<file path="src/rtl/mem_stage_if.sv">
// Handshake and bus bundle for the memory pipeline stage.
// The slave modport is the stage's own view; master is the surrounding
// pipeline (execute, writeback and data SRAM side).
// Optional feature macro: MS_FWD_DATA_EN adds the decode-stage bypass bus.
interface mem_stage_if #(
  parameter int ES_TO_MS_BUS_WD = 76,
  parameter int MS_TO_WS_BUS_WD = 70
);
  logic                       es_to_ms_valid;
  logic [ES_TO_MS_BUS_WD-1:0] es_to_ms_bus;
  logic                       ms_allowin;
  logic                       ws_allowin;
  logic                       ms_to_ws_valid;
  logic [MS_TO_WS_BUS_WD-1:0] ms_to_ws_bus;
  logic [4:0]                 ms_to_ds_dest;
  logic                       data_sram_data_ok;
  logic [31:0]                data_sram_rdata;
`ifdef MS_FWD_DATA_EN
  logic [37:0]                ms_to_ds_fwd;

  modport slave (
    input  es_to_ms_valid, es_to_ms_bus, ws_allowin,
           data_sram_data_ok, data_sram_rdata,
    output ms_allowin, ms_to_ws_valid, ms_to_ws_bus, ms_to_ds_dest,
           ms_to_ds_fwd
  );

  modport master (
    output es_to_ms_valid, es_to_ms_bus, ws_allowin,
           data_sram_data_ok, data_sram_rdata,
    input  ms_allowin, ms_to_ws_valid, ms_to_ws_bus, ms_to_ds_dest,
           ms_to_ds_fwd
  );
`else
  modport slave (
    input  es_to_ms_valid, es_to_ms_bus, ws_allowin,
           data_sram_data_ok, data_sram_rdata,
    output ms_allowin, ms_to_ws_valid, ms_to_ws_bus, ms_to_ds_dest
  );

  modport master (
    output es_to_ms_valid, es_to_ms_bus, ws_allowin,
           data_sram_data_ok, data_sram_rdata,
    input  ms_allowin, ms_to_ws_valid, ms_to_ws_bus, ms_to_ds_dest
  );
`endif
endinterface

</file>
<file path="src/rtl/mem_stage.sv">
// Memory-access pipeline stage between execute and writeback.
// Holds one instruction, waits for the data-SRAM response when EX issued a
// request, aligns/extends load data and hands the result to writeback with
// the valid/allowin protocol. A response that arrives while writeback is
// stalled is kept in data_buf until the instruction can leave.
// Optional feature macro: MS_FWD_DATA_EN (decode-stage bypass bus).
module mem_stage #(
  parameter int ES_TO_MS_BUS_WD = 76,
  parameter int MS_TO_WS_BUS_WD = 70
) (
  input  logic         clk,
  input  logic         reset,
  mem_stage_if.slave   mif
);

  typedef enum logic [1:0] {
    EMPTY = 2'd0,
    WAIT  = 2'd1,
    DONE  = 2'd2
  } state_t;

  state_t state, state_next;

  logic                       ms_valid;
  logic                       ms_ready_go;
  logic                       ms_allowin;
  logic [ES_TO_MS_BUS_WD-1:0] r_bus;
  logic                       buf_valid;
  logic [31:0]                data_buf;

  // Field views of the registered execute bus.
  logic        r_mem_req;
  logic [2:0]  r_ld_type;
  logic [1:0]  r_addr_lo;
  logic        r_gr_we;
  logic [4:0]  r_dest;
  logic [31:0] r_alu_result;
  logic [31:0] r_pc;

  assign r_mem_req    = r_bus[75];
  assign r_ld_type    = r_bus[74:72];
  assign r_addr_lo    = r_bus[71:70];
  assign r_gr_we      = r_bus[69];
  assign r_dest       = r_bus[68:64];
  assign r_alu_result = r_bus[63:32];
  assign r_pc         = r_bus[31:0];

  // Handshake: a memory instruction is ready once its response is buffered
  // or arriving this very cycle.
  assign ms_ready_go = !r_mem_req || buf_valid || mif.data_sram_data_ok;
  assign ms_allowin  = !ms_valid || (ms_ready_go && mif.ws_allowin);

  // Valid bit and response buffer; the buffer is only loaded from WAIT, so
  // responses while empty or already done are ignored.
  always_ff @(posedge clk) begin
    // NOTE: sequential state uses non-blocking assignments so every register
    // samples the pre-edge values regardless of statement order.
    if (reset) begin
      ms_valid  <= 1'b0;
      buf_valid <= 1'b0;
    end else if (ms_allowin) begin
      ms_valid  <= mif.es_to_ms_valid;
      buf_valid <= 1'b0;
    end else if (state == WAIT && mif.data_sram_data_ok) begin
      buf_valid <= 1'b1;
    end
  end

  // Datapath registers: payload captured on handshake, response buffered on
  // a stalled data_ok.
  always_ff @(posedge clk) begin
    // NOTE: payload registers carry no reset; they are only observed while
    // ms_valid/buf_valid are set, and those flags are reset.
    if (mif.es_to_ms_valid && ms_allowin) begin
      r_bus <= mif.es_to_ms_bus;
    end
    if (!ms_allowin && state == WAIT && mif.data_sram_data_ok) begin
      data_buf <= mif.data_sram_rdata;
    end
  end

  // FSM state register.
  always_ff @(posedge clk) begin
    if (reset) state <= EMPTY;
    else       state <= state_next;
  end

  // FSM next state: any departure reloads from the capture; a stalled
  // response moves WAIT to DONE.
  always_comb begin
    // NOTE: default assigned first so no path leaves state_next unassigned,
    // which would infer a latch.
    state_next = state;
    if (ms_allowin) begin
      if (mif.es_to_ms_valid) begin
        state_next = mif.es_to_ms_bus[75] ? WAIT : DONE;
      end else begin
        state_next = EMPTY;
      end
    end else if (state == WAIT && mif.data_sram_data_ok) begin
      state_next = DONE;
    end
  end

  // Load alignment: pick the addressed byte/half of the response word.
  logic [31:0] ld_src;
  logic [7:0]  ld_byte;
  logic [15:0] ld_half;
  logic [31:0] final_result;

  assign ld_src  = buf_valid ? data_buf : mif.data_sram_rdata;
  assign ld_half = r_addr_lo[1] ? ld_src[31:16] : ld_src[15:0];

  always_comb begin
    ld_byte = ld_src[7:0];
    case (r_addr_lo)
      2'd0: ld_byte = ld_src[7:0];
      2'd1: ld_byte = ld_src[15:8];
      2'd2: ld_byte = ld_src[23:16];
      2'd3: ld_byte = ld_src[31:24];
      default: ld_byte = ld_src[7:0];
    endcase
  end

  // Result select: extend loads, pass alu_result for everything else
  // (stores included).
  always_comb begin
    final_result = r_alu_result;
    case (r_ld_type)
      3'b001: final_result = {{24{ld_byte[7]}}, ld_byte};
      3'b010: final_result = {{16{ld_half[15]}}, ld_half};
      3'b011: final_result = ld_src;
      3'b100: final_result = {24'd0, ld_byte};
      3'b101: final_result = {16'd0, ld_half};
      default: final_result = r_alu_result;
    endcase
  end

  logic [MS_TO_WS_BUS_WD-1:0] ws_bus;
  assign ws_bus = {r_gr_we, r_dest, final_result, r_pc};

  assign mif.ms_allowin     = ms_allowin;
  assign mif.ms_to_ws_valid = ms_valid && ms_ready_go;
  assign mif.ms_to_ws_bus   = ws_bus;
  assign mif.ms_to_ds_dest  = r_dest & {5{ms_valid}};

`ifdef MS_FWD_DATA_EN
  logic fwd_valid;
  assign fwd_valid        = ms_valid && ms_ready_go && r_gr_we && (r_dest != 5'd0);
  assign mif.ms_to_ds_fwd = {fwd_valid, r_dest, final_result};
`endif

endmodule

</file>
<file path="src/flat_wrapper.sv">
// flat-port wrapper written by rule: the top's interface ports become plain ports
module mem_stage_flat 
#(
  parameter int ES_TO_MS_BUS_WD = 76,
  parameter int MS_TO_WS_BUS_WD = 70
)
  (clk, reset, mif_es_to_ms_valid, mif_es_to_ms_bus, mif_ws_allowin, mif_data_sram_data_ok, mif_data_sram_rdata, mif_ms_allowin, mif_ms_to_ws_valid, mif_ms_to_ws_bus, mif_ms_to_ds_dest);
  mem_stage_if #(.ES_TO_MS_BUS_WD(ES_TO_MS_BUS_WD), .MS_TO_WS_BUS_WD(MS_TO_WS_BUS_WD)) mif_i ();
  input  logic clk;
  input  logic reset;
  input wire logic [$bits(mif_i.es_to_ms_valid)-1:0] mif_es_to_ms_valid;
  input wire logic [$bits(mif_i.es_to_ms_bus)-1:0] mif_es_to_ms_bus;
  input wire logic [$bits(mif_i.ws_allowin)-1:0] mif_ws_allowin;
  input wire logic [$bits(mif_i.data_sram_data_ok)-1:0] mif_data_sram_data_ok;
  input wire logic [$bits(mif_i.data_sram_rdata)-1:0] mif_data_sram_rdata;
  output wire logic [$bits(mif_i.ms_allowin)-1:0] mif_ms_allowin;
  output wire logic [$bits(mif_i.ms_to_ws_valid)-1:0] mif_ms_to_ws_valid;
  output wire logic [$bits(mif_i.ms_to_ws_bus)-1:0] mif_ms_to_ws_bus;
  output wire logic [$bits(mif_i.ms_to_ds_dest)-1:0] mif_ms_to_ds_dest;
  assign mif_i.es_to_ms_valid = mif_es_to_ms_valid;
  assign mif_i.es_to_ms_bus = mif_es_to_ms_bus;
  assign mif_i.ws_allowin = mif_ws_allowin;
  assign mif_i.data_sram_data_ok = mif_data_sram_data_ok;
  assign mif_i.data_sram_rdata = mif_data_sram_rdata;
  assign mif_ms_allowin = mif_i.ms_allowin;
  assign mif_ms_to_ws_valid = mif_i.ms_to_ws_valid;
  assign mif_ms_to_ws_bus = mif_i.ms_to_ws_bus;
  assign mif_ms_to_ds_dest = mif_i.ms_to_ds_dest;
  mem_stage #(.ES_TO_MS_BUS_WD(ES_TO_MS_BUS_WD), .MS_TO_WS_BUS_WD(MS_TO_WS_BUS_WD)) u_core (.clk(clk), .reset(reset), .mif(mif_i));
endmodule
</file>
<file path="config.mk">
export PLATFORM = sky130hd
export DESIGN_NAME = mem_stage_flat
export DESIGN_NICKNAME = d
export VERILOG_FILES = /design/src/rtl/mem_stage_if.sv /design/src/rtl/mem_stage.sv /design/src/flat_wrapper.sv
export SDC_FILE = /design/constraint.sdc
export NUM_CORES = 1
export LEC_CHECK = 0
export ABC_CLOCK_PERIOD_IN_PS = 6800
export CAP_MARGIN = 10
export CORE_MARGIN = 2
export CORE_UTILIZATION = 50
export CTS_BUF_LIST = sky130_fd_sc_hd__clkbuf_8
export DETAILED_ROUTE_END_ITERATION = 7
export GPL_TIMING_DRIVEN = 0
export PLACE_DENSITY = 0.95
export SYNTH_ARGS = -nofsm -noshare
export SYNTH_HDL_FRONTEND = slang
export SYNTH_SLANG_ARGS = --single-unit
</file>
<file path="constraint.sdc">
create_clock -name clk -period 6.8 [get_ports clk]
set_input_delay 0.68 -clock clk [delete_from_list [all_inputs] [get_ports clk]]
set_output_delay 0.68 -clock clk [all_outputs]
set_load 0.01 [all_outputs]
</file>
==> results.toml <==
[status]
outcome = "finished, violations left"
violations = "DRC"

[yosys]
ys_ff_latch = 112
async_flop_share_pct = 0
synth_top_area_share_pct = 63.1
synth_mux_area_share_pct = 11.1
yosys.area_share.simple_pct = 6.41
ys_types = 39
synth_top_family_by_area = "multiplexers"
yosysMostFrequentCell = "edfxtp_1"
syn_inst = 334
syn-num-nets = 447
synth_common_cells = "edfxtp_1 (108), buf_4 (38), mux2_2 (21), nand3_1 (19), nor2_1 (13)"
synth_xor_area_share_pct = 0.170
yosysWarningCount = 0
ys_top_cells_by_area = "edfxtp_1 (63%), buf_4 (5.6%), mux2_2 (4.6%)"
synth_ff_type = "edfxtp_1"
ys_seq_area_share_pct = 64.7
synth_compound_area_share_pct = 9.96
synth.avg_cell_area_sq_um = 15.4
synth-edff-count = 108
synth_top_area_cell = "edfxtp_1"
synthAdderAreaFrac_pct = 0
synth_area_sq_um = 5140

[route]
drtIter0Drc = 223
vias = 3715
finalWirelength_microns = 13500
viasPerCell = 5.49
wire_per_inst_microns = 19.9
drt_pass1_iterations = 8
ant_nets = 0
drc = 2

[timing]
worstMarginPinSlew_ns = 0.827
relSlewSlack_pct = 44.5
final_hold_viol_count = 0
finalCriticalPeriod_ns = 4.02
rsz0062_at_grt = "no"
max_freq_mhz = 249
worst_slack_ns = 2.78
skew_ns = 0.00892
tns_ns = 0
slew_violations = 0
period_share_pct = 59.1
setup_violations = 0

[cells_and_area]
n_fill_cell = 652
multi_input_area_sq_um = 1430
layout.nets = 649
drive_gt1_share_pct = 19.8
final_cells = 677
post-route-util_pct = 73.2
diodes = 0
synthToLayoutAreaGrowth_pct = 44.4
seq_area_sq_um = 3320

[power_and_ir_drop]
power_w = 0.00146
powerDensity_nw_per_um2 = 196
p_leak_nw = 2.61
peakVddDrop_uv = 137

[setup_path]
critical_path.max_fanout = 10
slowest_stage = "o41ai_4"
cp-end-kind = "primary output"
cp_data_required_time_ns = 6.12
worstSetupPathType = "in2out"
crit_path_start_kind = "input port"
path_cells = "clkdlybuf4s50_1, mux2i_1, mux4_2, o41ai_4, buf_6, a211o_1, clkdlybuf4s50_1"
worst_path_most_repeated_cell = "clkdlybuf4s50_1"
worst-endpoint-arrival_ns = 3.34
crit_path_max_incr_delay_ns = 0.58

[min_path]
min_path_type = "reg2reg"

[cts]
clock_path_buffers = 2
cts_max_level = 3
ctsResizeCount = 0
worstSkewPairLatency_ns = 0.37
cts_buffers = 9
cts-root-buf = "clkbuf_8"
clkSlewWorstSetupHoldPaths_ns = 0.10
cts_setup_buffers = 0
cts.sinks = 112
hold_buffers = 0
cts_tree = "done"

[placement]
dp_hpwl_microns = 10100
place_ws_ns = 2.77
gp_congestion = 0.859
place_inst = 661
port-buffer-count = 189

[die]
die_x_microns = 105
std_cell_rows = 37
die_h_microns = 105
ioPinCount = 190
initial_utilization_pct = 50.7
core_sq_um = 10100
fp.dieArea_sq_um = 11100

[job]
max_cap_violations = 0

[global_route]
grt_pass1_vias = 3969
grt.total_usage_pct = 24.7
grt_first_pass_wirelength_microns = 21000
antenna_found_initial = 0
grt_overflow = 0
grt_max_degree = 56
stage by stage:
stage	hold WS [ns]	instance area (sq um)
finish	0.499	7420
global route	0.524	7420
CTS	0.499	7420
detailed placement	0.487	7260
global placement	0.454	7200
floorplan	0.438	5140
where the power goes:
part,internal [W],total [W],switching [W]
sequential,0.000792,0.000803,0.0000111
combinational,0.000184,0.000307,0.000123
clock,0.000130,0.000347,0.000217
registers in the layout, indices dropped and copies added (netlist names):
signal,cells
u_core.ms_valid,1
u_core.data_buf,32
u_core.buf_valid,1
u_core.r_bus,76
u_core.state,2
final timing paths:
path                                                    start                           end  slack [ns]  cells after the start
worst min register to register   u_core.state[0]$_SDFFE_PP0P_  u_core.state[0]$_SDFFE_PP0P_        0.50                      2
worst max-delay path                  mif_data_sram_rdata[15]          mif_ms_to_ws_bus[55]        2.78                      7
worst max register to register  u_core.buf_valid$_SDFFE_PP0P_    u_core.r_bus[45]$_DFFE_PP_        4.36                      7
worst min-delay path             u_core.state[0]$_SDFFE_PP0P_  u_core.state[0]$_SDFFE_PP0P_        0.50                      2
critical path: cells and delay by family:
| kind | cells | cell delay (ns) |
|---|---|---|
| AO/OA/AOI/OAI | 2 | 0.69 |
| multiplexers | 2 | 0.66 |
| buffers and inverters | 3 | 1.30 |
placed cells by master, fill, tap and decap left out, types with 3 or more instances in the layout:
master / count
a211o_1: 11
a21oi_1: 3
a221o_1: 6
a221o_2: 8
a41oi_1: 7
and2_1: 5
buf_2: 8
buf_4: 38
clkbuf_1: 7
clkbuf_8: 9
clkdlybuf4s50_1: 189
clkinv_2: 3
dfxtp_1: 4
edfxtp_1: 108
inv_1: 4
mux2_2: 21
mux2i_1: 11
mux4_2: 10
nand2_1: 3
nand2b_1: 4
nand3_1: 19
nor2_1: 12
nor2b_1: 4
nor3_1: 6
o21ai_0: 7
o2bb2ai_1: 8
routing by layer:
| metal | GRT usage [%] | wire length [microns] | share of wire [%] |
|---|---|---|---|
| met5 | 0 | 0 | 0 |
| met4 | 8.38 | 323 | 2.4 |
| met3 | 8.35 | 1530 | 11 |
| met2 | 43.3 | 6820 | 51 |
| met1 | 28.4 | 4780 | 36 |
cell type report:
cell class / instances / area share, %
inverters: 4 / 0.202
plain buffers: 56 / 5.09
multi-input cells: 162 / 19.3
repair buffers: 191 / 26.1
well taps: 136 / 2.29
clock inverters: 7 / 0.523
clock buffers: 9 / 1.67
flip-flops and latches: 112 / 44.8
cells by family after synthesis:
logic type                count (synthesis)
DFF                                     112
and+or+nand+nor                          61
buffers and inverters                    60
AOI/OAI and AO/OA                        58
muxes                                    42
xor gates and xnor gates                  1
Power figures use the tool's default switching activity.
